`src/rtl/axi_rd_arbiter_pkg.sv`:
```
// Shared types and constants for the AXI4 read-channel arbiter and its
// round-robin helper.
package axi_rd_arbiter_pkg;

  localparam logic [1:0] AXI_BURST_INCR = 2'b01;
  localparam logic [2:0] AXI_SIZE_4B    = 3'b010;

  // Widest fields carried by the request/response records.
  localparam int AXI_ADDR_W_MAX = 64;
  localparam int AXI_DATA_W_MAX = 64;
  localparam int AXI_LEN_W      = 8;

  typedef enum logic [1:0] {
    IDLE = 2'd0,
    ADDR = 2'd1,
    DATA = 2'd2
  } ArbState;

  typedef struct packed {
    logic [AXI_ADDR_W_MAX-1:0] addr;
    logic [AXI_LEN_W-1:0]      len;
    logic [2:0]                size;
    logic                      valid;
  } AxiRdReqSt;

  typedef struct packed {
    logic [AXI_DATA_W_MAX-1:0] data;
    logic                      last;
    logic [1:0]                resp;
    logic                      valid;
  } AxiRdRspSt;

endpackage

```
`src/rtl/axi_rd_arbiter_rr.sv`:
```
// Combinational round-robin picker: first requester at or after i_ptr,
// wrapping to the lowest index when none are found above the pointer.
module rr_arbiter #(
  parameter int REQ_NUM = 2
) (
  input  logic [REQ_NUM-1:0]         i_req,
  input  logic [$clog2(REQ_NUM)-1:0] i_ptr,
  output logic [REQ_NUM-1:0]         o_grant,
  output logic                       o_valid
);

  logic [REQ_NUM-1:0] w_upper;
  logic [REQ_NUM-1:0] w_masked;
  logic [REQ_NUM-1:0] w_pick;

  always_comb begin
    w_upper = '0;
    for (int i = 0; i < REQ_NUM; i++) begin
      w_upper[i] = (i >= int'(i_ptr));
    end
    w_masked = i_req & w_upper;
    // Fall back to the unmasked vector when nothing sits at/after the pointer.
    w_pick   = (w_masked != '0) ? w_masked : i_req;
    o_grant  = '0;
    for (int i = REQ_NUM - 1; i >= 0; i--) begin
      if (w_pick[i]) begin
        o_grant    = '0;
        o_grant[i] = 1'b1;
      end
    end
    o_valid = |i_req;
  end

endmodule

```
`src/rtl/axi_rd_arbiter.sv`:
```
// Shares one AXI4 AR/R channel between REQ_NUM refill requesters, one burst
// in flight, round-robin between bursts.
// Handshakes: a transfer happens on any edge where valid and ready are both
// high; valid never waits on ready, and the owner of a burst keeps the grant
// until the R beat carrying r_last is accepted.
module axi_rd_arbiter
  import axi_rd_arbiter_pkg::*;
#(
  parameter int REQ_NUM    = 2,
  parameter int ADDR_WIDTH = 32,
  parameter int DATA_WIDTH = 32,
  parameter int LEN_WIDTH  = 8,
  parameter int ID_WIDTH   = 4
) (
  input  logic                            clk,
  input  logic                            rst,
  input  logic [REQ_NUM-1:0]              req_ar_valid,
  input  logic [REQ_NUM*ADDR_WIDTH-1:0]   req_ar_addr,
  input  logic [REQ_NUM*LEN_WIDTH-1:0]    req_ar_len,
  input  logic [REQ_NUM*3-1:0]            req_ar_size,
  output logic [REQ_NUM-1:0]              req_ar_ready,
  output logic [REQ_NUM-1:0]              req_r_valid,
  input  logic [REQ_NUM-1:0]              req_r_ready,
  output logic [DATA_WIDTH-1:0]           req_r_data,
  output logic                            req_r_last,
  output logic [1:0]                      req_r_resp,
  output logic                            ar_valid,
  input  logic                            ar_ready,
  output logic [ADDR_WIDTH-1:0]           ar_addr,
  output logic [LEN_WIDTH-1:0]            ar_len,
  output logic [2:0]                      ar_size,
  output logic [1:0]                      ar_burst,
  output logic [ID_WIDTH-1:0]             ar_id,
  input  logic                            r_valid,
  output logic                            r_ready,
  input  logic [DATA_WIDTH-1:0]           r_data,
  input  logic                            r_last,
  input  logic [1:0]                      r_resp,
  input  logic [ID_WIDTH-1:0]             r_id,
  output logic                            busy,
  output logic                            id_err,
  output logic [1:0]                      dbg_state
);

  localparam int IDX_W = $clog2(REQ_NUM);

  ArbState               r_state;
  ArbState               w_state_nxt;
  logic [IDX_W-1:0]      r_rr_ptr;
  logic [IDX_W-1:0]      r_grant;
  logic [ADDR_WIDTH-1:0] r_addr;
  logic [LEN_WIDTH-1:0]  r_len;
  logic [2:0]            r_size;
  logic                  r_id_err;

  logic [REQ_NUM-1:0]    w_grant_oh;
  logic                  w_grant_vld;
  logic [IDX_W-1:0]      w_grant_idx;
  logic [ADDR_WIDTH-1:0] w_sel_addr;
  logic [LEN_WIDTH-1:0]  w_sel_len;
  logic [2:0]            w_sel_size;
  logic [IDX_W-1:0]      w_ptr_nxt;
  logic                  w_r_done;

  rr_arbiter #(.REQ_NUM(REQ_NUM)) u_rr (
    .i_req   (req_ar_valid),
    .i_ptr   (r_rr_ptr),
    .o_grant (w_grant_oh),
    .o_valid (w_grant_vld)
  );

  always_comb begin
    w_grant_idx = '0;
    w_sel_addr  = '0;
    w_sel_len   = '0;
    w_sel_size  = '0;
    for (int i = 0; i < REQ_NUM; i++) begin
      if (w_grant_oh[i]) begin
        w_grant_idx = IDX_W'(i);
        w_sel_addr  = req_ar_addr[i*ADDR_WIDTH +: ADDR_WIDTH];
        w_sel_len   = req_ar_len[i*LEN_WIDTH +: LEN_WIDTH];
        w_sel_size  = req_ar_size[i*3 +: 3];
      end
    end
  end

  assign w_ptr_nxt = (r_grant == IDX_W'(REQ_NUM - 1)) ? '0 : r_grant + IDX_W'(1);
  assign w_r_done  = r_valid && req_r_ready[r_grant] && r_last;

  always_comb begin
    w_state_nxt  = r_state;
    ar_valid     = 1'b0;
    r_ready      = 1'b0;
    req_ar_ready = '0;
    req_r_valid  = '0;
    case (r_state)
      IDLE: begin
        if (w_grant_vld) w_state_nxt = ADDR;
      end
      ADDR: begin
        ar_valid = 1'b1;
        if (ar_ready) begin
          req_ar_ready[r_grant] = 1'b1;
          w_state_nxt           = DATA;
        end
      end
      DATA: begin
        // Beats follow the latched grant; r_id is only checked, never used to steer.
        req_r_valid[r_grant] = r_valid;
        r_ready              = req_r_ready[r_grant];
        if (w_r_done) w_state_nxt = IDLE;
      end
      default: w_state_nxt = IDLE;
    endcase
  end

  always_ff @(posedge clk) begin
    if (rst) begin
      r_state  <= IDLE;
      r_rr_ptr <= '0;
      r_grant  <= '0;
      r_addr   <= '0;
      r_len    <= '0;
      r_size   <= '0;
      r_id_err <= 1'b0;
    end else begin
      r_state <= w_state_nxt;
      if (r_state == IDLE && w_grant_vld) begin
        r_grant <= w_grant_idx;
        r_addr  <= w_sel_addr;
        r_len   <= w_sel_len;
        r_size  <= w_sel_size;
      end
      if (r_state == DATA && w_r_done) r_rr_ptr <= w_ptr_nxt;
      if (r_state == DATA && r_valid && (r_id != ID_WIDTH'(r_grant))) r_id_err <= 1'b1;
    end
  end

  assign ar_addr    = r_addr;
  assign ar_len     = r_len;
  assign ar_size    = r_size;
  assign ar_burst   = AXI_BURST_INCR;
  assign ar_id      = ID_WIDTH'(r_grant);
  assign req_r_data = r_data;
  assign req_r_last = r_last;
  assign req_r_resp = r_resp;
  assign busy       = (r_state != IDLE);
  assign id_err     = r_id_err;
  assign dbg_state  = r_state;

endmodule
```
`config.mk`:
```
export PLATFORM = sky130hd
export DESIGN_NAME = axi_rd_arbiter
export DESIGN_NICKNAME = d
export VERILOG_FILES = /design/src/rtl/axi_rd_arbiter_pkg.sv /design/src/rtl/axi_rd_arbiter_rr.sv /design/src/rtl/axi_rd_arbiter.sv
export SDC_FILE = /design/constraint.sdc
export NUM_CORES = 1
export LEC_CHECK = 0
export ABC_AREA = 1
export CAP_MARGIN = 20
export CELL_PAD_IN_SITES_DETAIL_PLACEMENT = 0
export CELL_PAD_IN_SITES_GLOBAL_PLACEMENT = 1
export CORE_MARGIN = 2
export CORE_UTILIZATION = 23
export CTS_CLUSTER_SIZE = 14
export DETAILED_ROUTE_END_ITERATION = 6
export PLACE_DENSITY_LB_ADDON = 0.15
export SLEW_MARGIN = 10
export SYNTH_ARGS = -nofsm -noshare
export SYNTH_HDL_FRONTEND = slang
export SYNTH_SLANG_ARGS = --single-unit
```
`constraint.sdc`:
```
create_clock -name clk -period 2.75 [get_ports clk]
set_input_delay 0.55 -clock clk [delete_from_list [all_inputs] [get_ports clk]]
set_output_delay 0.55 -clock clk [all_outputs]
set_load 0.02 [all_outputs]
```
Yosys cells after proc, flatten, opt, wreduce, memory -nomap -nowiden
Index checks and enable logic that the tools add are counted.
{"block": "classes", "n_addsub": 1, "magnitude_cmp": 3, "eq_ne": 6, "n_mux": 24, "bitwise": 2, "reduce_logical": 12}
{"operator": "$mux 32", "n": 2}
{"operator": "$mux 2", "n": 9}
{"operator": "$mux 8", "n": 2}
{"operator": "$logic_and 1x1->1", "n": 7}
{"operator": "$mux 1", "n": 7}
{"operator": "$mux 3", "n": 2}
{"operator": "$ne 2x2->1 const B", "n": 3}
{"operator": "$pmux 2 s3", "n": 1}
{"operator": "$and 2x2->2", "n": 2}
{"operator": "$ne 4x1->1", "n": 1}
{"operator": "$reduce_bool 2->1", "n": 2}
{"operator": "$reduce_and 3->1", "n": 1}
{"operator": "$eq 2x1->1 const B", "n": 1}
{"operator": "$eq 2x2->1 const B", "n": 1}
{"operator": "$logic_not 2->1", "n": 1}
{"operator": "$lt 1x2->1 const B", "n": 1}
{"operator": "$reduce_or 2->1", "n": 1}
{"operator": "$add 1x1->1 const B", "n": 1}
{"operator": "$demux 1 s1", "n": 1}
{"operator": "$ge 1x1->1 const A", "n": 1}
{"operator": "$ge 1x1->1 const B", "n": 1}
{"block": "totals", "ff_bits": 48, "in_bits": 133, "output_inout_bits": 94, "word_cells": 55}

Depth between registers and ports, before layout
Gate-level depths: netlist of the first run.
{"block": "depth", "ltp_word": 8, "ltp_mapped": 9, "mapped_depth_nobuf": 7}

By module
From an unflattened synthesis of the first run, not the netlist that was laid out.
{"block": "unflattened", "cells_unflattened": 430, "area_unflattened_um2": 2711.4}
{"mod": "axi_rd_arbiter", "instances": 1, "cells_per_inst": 424, "area_each_um2": 2686.3, "seq_area_each_um2": 960.9}
{"mod": "rr_arbiter", "instances": 1, "cells_per_inst": 6, "area_each_um2": 25.0, "seq_area_each_um2": 0.0}

Worst setup path before layout of the first run
OpenSTA, ideal clock, no wires.
{"block": "synth_path", "path_kind": "register to output", "start": "register r_state[0], in the netlist dbg_state[0]", "end": "output port req_ar_ready[0]", "t_arrival_ns": 1.401, "path_slack_ns": 0.799, "path_stages_with_launch": 5, "cell_sequence": "dfxtp_1 -> inv_1 -> nor2_1 -> nand2_1 -> nor2_1"}
{"block": "synth_between", "elab_chain_len": 2}
{"element": "start, declared", "line": "axi_rd_arbiter.sv:47", "text": "ArbState r_state;"}
{"element": "start signal, assigned", "line": "axi_rd_arbiter.sv:127", "text": "r_state <= w_state_nxt;"}
{"element": "$eq 2x1->1", "line": "axi_rd_arbiter.sv:96", "text": "case (r_state)"}
{"element": "$mux 2", "line": "axi_rd_arbiter.sv:96"}
{"element": "end, declared", "line": "axi_rd_arbiter.sv:21", "text": "output logic [REQ_NUM-1:0] req_ar_ready,"}
Every way passes these cells.

Worst setup path after layout of the first run
{"block": "layout_path", "start": "input port r_valid", "end": "output port req_r_valid[0]"}
{"block": "layout_between", "elab_chain_len": 2}
{"element": "start, declared", "line": "axi_rd_arbiter.sv:34", "text": "input logic r_valid,"}
{"element": "$and 2x2->2 (no line)"}
{"element": "$mux 2", "line": "axi_rd_arbiter.sv:96"}
{"element": "end, declared", "line": "axi_rd_arbiter.sv:22", "text": "output logic [REQ_NUM-1:0] req_r_valid,"}
Every way passes these cells.

==> results of run 1 <==
## metrics by stage
stage	hold WS, ns	instances	area, um^2	util
after floorplan	0.502	478	2970	-
after detailed placement	0.444	742	4270	0.340
after global routing	0.491	749	4410	0.351
final	0.449	749	4410	0.351
after CTS	0.454	749	4410	0.351
after global placement	0.441	742	4270	0.340
## power breakdown
part / switching [uW] / internal (uW)
clock: 266 / 332
combinational: 374 / 350
sequential: 41.0 / 772
## cell usage in the layout (no fill, tap or decap), drive strengths merged
master         instances
a21oi                  5
buf                    7
clkbuf                 6
clkdlybuf4s50        152
clkinv                 1
conb                   5
dfxtp                 48
inv                   59
nand2                 77
nand3                 34
nand4                 11
nor2                 138
nor3                   2
o21ai                 32
## layout make-up
cell class,instances,area [um^2]
Fill cell,1367,8160
Inverter,59,226
Clock buffer,6,129
Timing Repair Buffer,159,1580
Clock inverter,1,5.00
Sequential cell,48,961
Multi-Input combinational cell,304,1290
Tap cell,172,215
## worst max-delay path, cell delays in order
cell and delay [ns]:
clkdlybuf4s50_1 0.47, inv_1 0.06, nor3_1 0.17, clkdlybuf4s50_1 0.63
## final timing paths
kind / endpoint / depth (start not counted) / from / slack (ns)
worst max-delay path: req_r_valid[0] / 4 / r_valid / 0.32
worst min-delay path: id_err / 2 / id_err / 0.45
worst max register to register: ar_addr[24] / 6 / dbg_state[0] / 1.05
worst min register to register: id_err / 2 / id_err / 0.45
## cell families (layout without fill, tap and decap cells)
| kind of cell | Yosys count | after routing | share of synthesized area |
|---|---|---|---|
| flip-flops | 48 | 48 | 0.325 |
| AO/OA/AOI/OAI | 37 | 37 | 0.0626 |
| AND/OR/NAND/NOR | 262 | 262 | 0.366 |
| other | 2 | 5 | 0.00254 |
| buffers and inverters | 126 | 225 | 0.244 |
## routing by layer
metal  up-vias  track usage
met5         -            0
li1       1603            -
met4         0       0.0399
met2       138        0.228
met3        16       0.0428
met1      1334        0.174
## sequential cells by signal (all words and copies together) (netlist names)
register	flops
dbg_state	2
r_rr_ptr	1
r_grant	1
id_err	1
ar_len	8
ar_size	3
ar_addr	32
==> summary.md, run 1 <==
| Metric | Value |
|---|---|
| Gr ovfl total | 0 |
| Clock root buffer | clkbuf_16 |
| Max_cap viols | 0 |
| Cell row count | 41 |
| Cells taking the most area after synthesis | dfxtp_1 32%, nor2_1 17%, buf_4 11% |
| Die W | 117 um |
| Routed vias | 3091 |
| Top-count cell post-synth | nor2_1 |
| Top FF cell, synth | dfxtp_1 |
| Gr usage total | 0.138 |
| Postcts setup bufs | 0 |
| Reg clk slew, reported paths | 0.06 ns |
| Asr flop ratio synth | 0 |
| H-tree Lvls | 2 |
| First-pass DRT Iterations | 4 |
| Routed wire length | 9390 um |
| Worst vdd ir | 0.212 mV |
| Dpl hpwl | 6580 um |
| Tmin final | 2.43 ns |
| Max Clock Freq | 411 MHz |
| Met3 WL post-DR | 704 um |
| Cts repair resizes | 0 |
| Highest Signal Layer | met4 |
| Total power | 2140 uW |
| Final ANT Viol Nets | 0 |
| WL met2 | 4140 um |
| Clk_lat worst skew | 0.29 ns |
| Seq cells post-synth | 48 |
| Netlist cell types | 21 |
| Static Leak | 0.00205 uW |
| Status | finished, final reports clean |
| Worst Setup Path Type | input pin to output port |
| Number of buffers created by CTS | 5 |
| Die Y | 117 um |
| Ant diodes | 0 |
| Initial Utilization | 0.235 |
| RSZ-0062 raised after global routing | false |
| Number of global-route vias before repair | 3053 |
| Worst setup margin | 0.319 ns |
| Top-Level Pins | 227 |
| Slew Limit Fails | 0 |
| Worst Path Arrival | 1.88 ns |
| Leading area contributor after synthesis | dfxtp_1 |
| Synth Warn # | 0 |
| Proportion of layout cells with a drive suffix above 1 | 0.0381 |
| Final Skew | 0.00683 ns |
| Met1 Wirelength | 4390 um |
| Initial antenna violation count | 0 |
| Synthesis-to-finish area growth | 49.0% |
| Commonest cells in the netlist | 137 x nor2_1, 73 x nand2_1, 56 x inv_1 |
| Post-synth EDFFs | 0 |
| I/O Buffers | 153 |
| DR DRC count | 0 |
| Post-synthesis sequential area ratio | 0.325 |
| Synthesized area | 2960 um^2 |
| Setup Viol. Count Final | 0 |
| Longest Clk Path Bufs | 2 |
| HP Class | register to register |
| Layout Nets | 710 |
| WP data required | 2.20 ns |
| Actual slew at the worst max-slew pin | 0.690 ns |
| Wire per inst | 12.5 um |
| Fin. Hold Viols | 0 |
| CP endpoint kind | output port |
| Worst setup SP type | input pin |
| Placeable Area | 12600 um^2 |
| Synth Instances | 475 |
| Clock sinks | 48 |
| Vias/cell | 4.13 |
| Cell area power density | 484 nW/um^2 |
| Iter 0 DRT Violations | 160 |
| Period utilisation layout | 0.884 |
| Worst slack at placement | 0.302 ns |
| Die area | 13800 um^2 |
| Relative slew slack | 0.539 |
| CP Max Fanout | 3 |
| Avg Cell Area, Syn | 6.23 um^2 |
| First-pass GRT wire length | 15700 um |
| GP Congestion | 0.801 |
| CTS tree | built |
| Hold_buf cts | 0 |
| Final TNS setup | 0 ns |
| Post-synth top area share | 0.325 |
| Largest net degree at the start of global routing | 65 |
No activity file was read; power rests on OpenSTA's default activity.
==> run 2, diff against run 1 <==
Settings changed: CELL_PAD_IN_SITES_DETAIL_PLACEMENT 0 to default, CELL_PAD_IN_SITES_GLOBAL_PLACEMENT 1 to default, CORE_UTILIZATION 23 to 30, CTS_BUF_LIST from default to sky130_fd_sc_hd__clkbuf_2, SKIP_LAST_GASP from default to 1.
==> run 2 against run 1 <==
Against the previous run: clock power shrank 35%; clock-buffer cell count stayed put; sequential share of layout area is 0.64 points higher; wire length decreased by 8.4%; combinational power down 1%; largest power group unchanged; die area is 23% lower; register-to-register slack about the same; sequential cell count unchanged; hold slack improved by 0.043 ns; global-route usage grew 1.7 points; maximum frequency is 6.2% lower.
==> summary.md, run 2 (same netlist as run 1, synthesis figures left out) <==
| Metric | Value |
|---|---|
| Proportion of layout cells with a drive suffix above 1 | 0.0399 |
| Max_cap viols | 0 |
| Worst setup SP type | register |
| Vias/cell | 4.30 |
| Final Skew | 0.0208 ns |
| CP Max Fanout | 4 |
| Setup Viol. Count Final | 0 |
| I/O Buffers | 153 |
| Max Clock Freq | 386 MHz |
| Final ANT Viol Nets | 0 |
| Hold_buf cts | 0 |
| Largest register FFs | 32 |
| Sequential group share of total power | 0.424 |
| Postcts setup bufs | 0 |
| Wire per inst | 12.1 um |
| Final core area utilization | 0.442 |
| Die W | 103 um |
| Combinational power share | 0.374 |
| Cell row count | 36 |
| Initial Utilization | 0.305 |
| Layout Nets | 709 |
| Relative slew slack | 0.523 |
| Fin. Hold Viols | 0 |
| Initial antenna violation count | 0 |
| Actual slew at the worst max-slew pin | 0.712 ns |
| Reg clk slew, reported paths | 0.24 ns |
| First-pass GRT wire length | 13200 um |
| Clk_lat worst skew | 0.42 ns |
| Die area | 10700 um^2 |
| Die Y | 103 um |
| Status | finished, final reports clean |
| Int Pwr | 1280 uW |
| H-tree Lvls | 2 |
| Number of buffers created by CTS | 5 |
| Clock sinks | 48 |
| Iter 0 DRT Violations | 58 |
| Worst Setup Path Type | register to output port |
| Worst Path Arrival | 2.04 ns |
| Placeable Area | 9680 um^2 |
| Tmin final | 2.59 ns |
| WP data required | 2.20 ns |
| Ant diodes | 0 |
| Routed vias | 3054 |
| Final TNS setup | 0 ns |
| Commonest non-fill, non-tap cell in the layout | clkdlybuf4s50_1 |
| HP Class | register to register |
| Worst vdd ir | 0.181 mV |
| Gr usage total | 0.156 |
| CTS tree | built |
| Gr ovfl total | 0 |
| Static Leak | 0.00202 uW |
| Clk pwr share | 0.201 |
| Top-Level Pins | 227 |
| P_sw | 638 uW |
| Most frequent cells in the layout | 152 x clkdlybuf4s50_1, 137 x nor2_1, 73 x nand2_1 |
| First-pass DRT Iterations | 4 |
| Routed wire length | 8600 um |
| Dpl hpwl | 6080 um |
| Cts repair resizes | 0 |
| GP Congestion | 0.751 |
| RSZ-0062 raised after global routing | false |
| Largest net degree at the start of global routing | 65 |
| CP endpoint kind | output port |
| Period utilisation layout | 0.943 |
| Total power | 1920 uW |
| Synthesis-to-finish area growth | 44.8% |
| DR DRC count | 0 |
| Cell area power density | 447 nW/um^2 |
| Number of global-route vias before repair | 2792 |
| Clock root buffer | clkbuf_2 |
| Longest Clk Path Bufs | 2 |
| Slew Limit Fails | 0 |
| Switching Fraction | 0.333 |
==> run 2: area by class of cell <==
type                    instances  area, um^2
fillers                      1050        5400
clock inverters                 2        35.0
well taps                     133         166
repair buffers                158        1580
multi-input cells             304        1290
inverters                      59         226
flip-flops and latches         48         961
clock buffers                   6        30.0
==> run 2: final timing paths <==
check               startpoint        endpoint  slack, ns  cells past startpoint
setup / recovery  dbg_state[1]  req_r_valid[0]       0.16                      5
hold reg to reg         id_err          id_err       0.49                      2
setup reg to reg  dbg_state[0]     ar_addr[15]       1.06                      6
hold / removal          id_err          id_err       0.49                      2
==> run 2: worst max-delay path, stage by stage, from the launching register on <==
cell             delay, ns
dfxtp_1               0.47
inv_1                 0.07
nor2_1                0.18
inv_1                 0.11
nor3_1                0.16
clkdlybuf4s50_1       0.64
==> run 2: power groups by stage <==
stage / sequential (uW) / clock (uW) / combinational (uW)
floorplan: 918 / 0 / 380
global placement: 825 / 0 / 723
detailed placement: 827 / 0 / 724
CTS: 813 / 407 / 727
global route: 823 / 432 / 796
finish: 813 / 386 / 717
==> run 2: through the flow <==
step	cells	cell area, um^2	hold slack [ns]	setup slack, ns
after global routing	710	4280	0.534	0.0127
after CTS	710	4280	0.493	0.124
after global placement	702	4220	0.445	0.331
after detailed placement	702	4220	0.467	0.300
final	710	4280	0.492	0.158
after floorplan	478	2970	0.502	0.799
==> run 2: per-layer routing <==
layer	up-vias	routed length (um)	track usage
li1	1599	-	-
met2	131	3780	0.260
met5	-	0	0
met1	1312	3850	0.190
met3	12	860	0.0551
met4	0	110	0.0445
==> run 3, diff against run 2 <==
Clock period 2.75 ns to 2.1 ns, I/O delays scaled along.
==> run 3 against run 2 <==
Against the previous run: first-iteration DRC count rose by 3.4%; global-route usage barely moved; critical path depth is 2 lower; combinational power is 33% higher; sequential power increased by 30%; power rose by 32%; critical endpoint is now busy.
==> summary.md, run 3 (same netlist as run 1, synthesis figures left out) <==
| Metric | Value |
|---|---|
| Status | finished, final reports clean |
| Largest net degree at the start of global routing | 64 |
| Cell row count | 36 |
| Worst slack at placement | -0.109 ns |
| Switching Fraction | 0.333 |
| Static Leak | 0.00207 uW |
| Dpl hpwl | 6230 um |
| Critical path's slowest cell | clkdlybuf4s50_1 |
| CP max stage delay | 0.60 ns |
| Worst Path Arrival | 1.57 ns |
| Longest Clk Path Bufs | 2 |
| Number of buffers created by CTS | 5 |
| Cell area power density | 583 nW/um^2 |
| Initial antenna violation count | 0 |
| Largest register FFs | 32 |
| Top-Level Pins | 227 |
| Commonest non-fill, non-tap cell in the layout | clkdlybuf4s50_1 |
| Hold Slack | 0.472 ns |
| CP endpoint kind | output port |
| Int Pwr | 1690 uW |
| Clk pwr share | 0.202 |
| Die Y | 103 um |
| R2R cell count | 7 |
| WP data required | 1.68 ns |
| First-pass GRT wire length | 13200 um |
| Combinational power share | 0.377 |
| Proportion of layout cells with a drive suffix above 1 | 0.0684 |
| Final ANT Viol Nets | 0 |
| Clock root buffer | clkbuf_2 |
| Gr ovfl total | 0 |
| Iter 0 DRT Violations | 60 |
| Total power | 2530 uW |
| CTS tree | built |
| Layout Nets | 717 |
| Final Cell Area | 4340 um^2 |
| Period utilisation layout | 0.948 |
| Register area | 967 um^2 |
| Tmin final | 1.99 ns |
| Critical path cell sequence | inv_1 > nand2_1 > clkdlybuf4s50_1 |
| GP Congestion | 0.748 |
| DR DRC count | 0 |
| Hold_buf cts | 0 |
| Clock sinks | 48 |
| Worst vdd ir | 0.304 mV |
| Reg clk slew, reported paths | 0.24 ns |
| Fin. Hold Viols | 0 |
| Placeable Area | 9680 um^2 |
| First-pass DRT Iterations | 4 |
| Worst Setup EP | busy |
| Sequential group share of total power | 0.421 |
| Placed Area | 4270 um^2 |
| HP Class | register to register |
| Synthesis-to-finish area growth | 46.7% |
| CP Max Fanout | 4 |
| Max Clock Freq | 503 MHz |
| Gr usage total | 0.156 |
| Initial Utilization | 0.305 |
| Max_cap viols | 0 |
| Final core area utilization | 0.448 |
| P_sw | 842 uW |
| Slew Limit Fails | 0 |
| Wire per inst | 11.9 um |
| Worst Setup Path Type | register to output port |
| Crit. Startpoint | dbg_state[0] |
| Most frequent cells in the layout | 146 x clkdlybuf4s50_1, 136 x nor2_1, 73 x nand2_1 |
| Ant diodes | 0 |
| Worst setup margin | 0.110 ns |
| Number of global-route vias before repair | 2821 |
| Final Skew | 0.0165 ns |
| Area of the multi-input gates | 1290 um^2 |
| I/O Buffers | 153 |
| Clk_lat worst skew | 0.42 ns |
| Setup Viol. Count Final | 0 |
| Fillers | 1044 |
| Flop-to-flop setup slack | 0.45 ns |
| Die area | 10700 um^2 |
| Worst r2r src | dbg_state[1] |
| Routed wire length | 8570 um |
| Worst setup SP type | register |
| Vias/cell | 4.25 |
| R2R Path End | ar_addr[31] |
| Die W | 103 um |
| Buffers plus inverters on the worst setup path | 2 |
| Critical path depth | 3 |
| CP delay by family, top | buffers and inverters |
| Routed vias | 3050 |
| H-tree Lvls | 2 |
==> run 3: changes by cell type in the layout (fill, tap and decap cells not counted), sizes merged <==
cell           previous run  this run
buf                       6        14
clkdlybuf4s50           152       146
clkbuf                    6         9
clkdlybuf4s15             0         2
dlygate4sd2               0         1
==> run 3: area by class of cell <==
type / instances / area share
inverters: 59 / 0.0522
clock inverters: 2 / 0.00808
repair buffers: 166 / 0.374
well taps: 133 / 0.0384
multi-input cells: 304 / 0.297
flip-flops and latches: 48 / 0.223
clock buffers: 6 / 0.00692
==> run 3: worst reg2reg max path: stages, from the launching register on <==
cell	delay [ns]
dfxtp_4	0.41
buf_4	0.13
nor2_4	0.29
nand2_4	0.11
inv_6	0.32
buf_4	0.23
o21ai_1	0.05
nor2_1	0.08
==> run 3: timing repair <==
action | 4_1_cts | 5_1_grt
setup endpoints to repair | 6 | 7
setup buffers | 0 | 1
resized for setup | 13 | 10
==> run 3: through the flow <==
step	setup TNS, ns	instances
after global placement	-0.141	709
after global routing	-0.00170	718
after detailed placement	-0.222	709
after CTS	-0.0577	717
after floorplan	0	478
final	0	718
==> run 3: how the worst min path moves through the flow <==
stage            start  endpoint  slack (ns)  cells after the start
2_1_floorplan  r_grant   r_grant        0.50                      2
3_3_place_gp    id_err    id_err        0.45                      2
3_5_place_dp    id_err    id_err        0.45                      2
4_1_cts         id_err    id_err        0.48                      2
5_1_grt         id_err    id_err        0.50                      2
6_report        id_err    id_err        0.47                      2
==> run 3: routing by layer <==
| layer | track usage | share of wire | up-vias |
|---|---|---|---|
| met1 | 0.189 | 0.46 | 1311 |
| li1 | - | - | 1613 |
| met5 | 0 | 0 | - |
| met3 | 0.0524 | 0.092 | 9 |
| met2 | 0.266 | 0.44 | 117 |
| met4 | 0.0364 | 0.0092 | 0 |
==> run 3: power by group through the flow <==
stage	Sequential [uW]	Clock, uW	Combinational [uW]
2_1_floorplan	1200	0	497
3_3_place_gp	1080	0	964
3_5_place_dp	1080	0	965
4_1_cts	1070	539	966
5_1_grt	1080	571	1050
6_report	1060	510	954
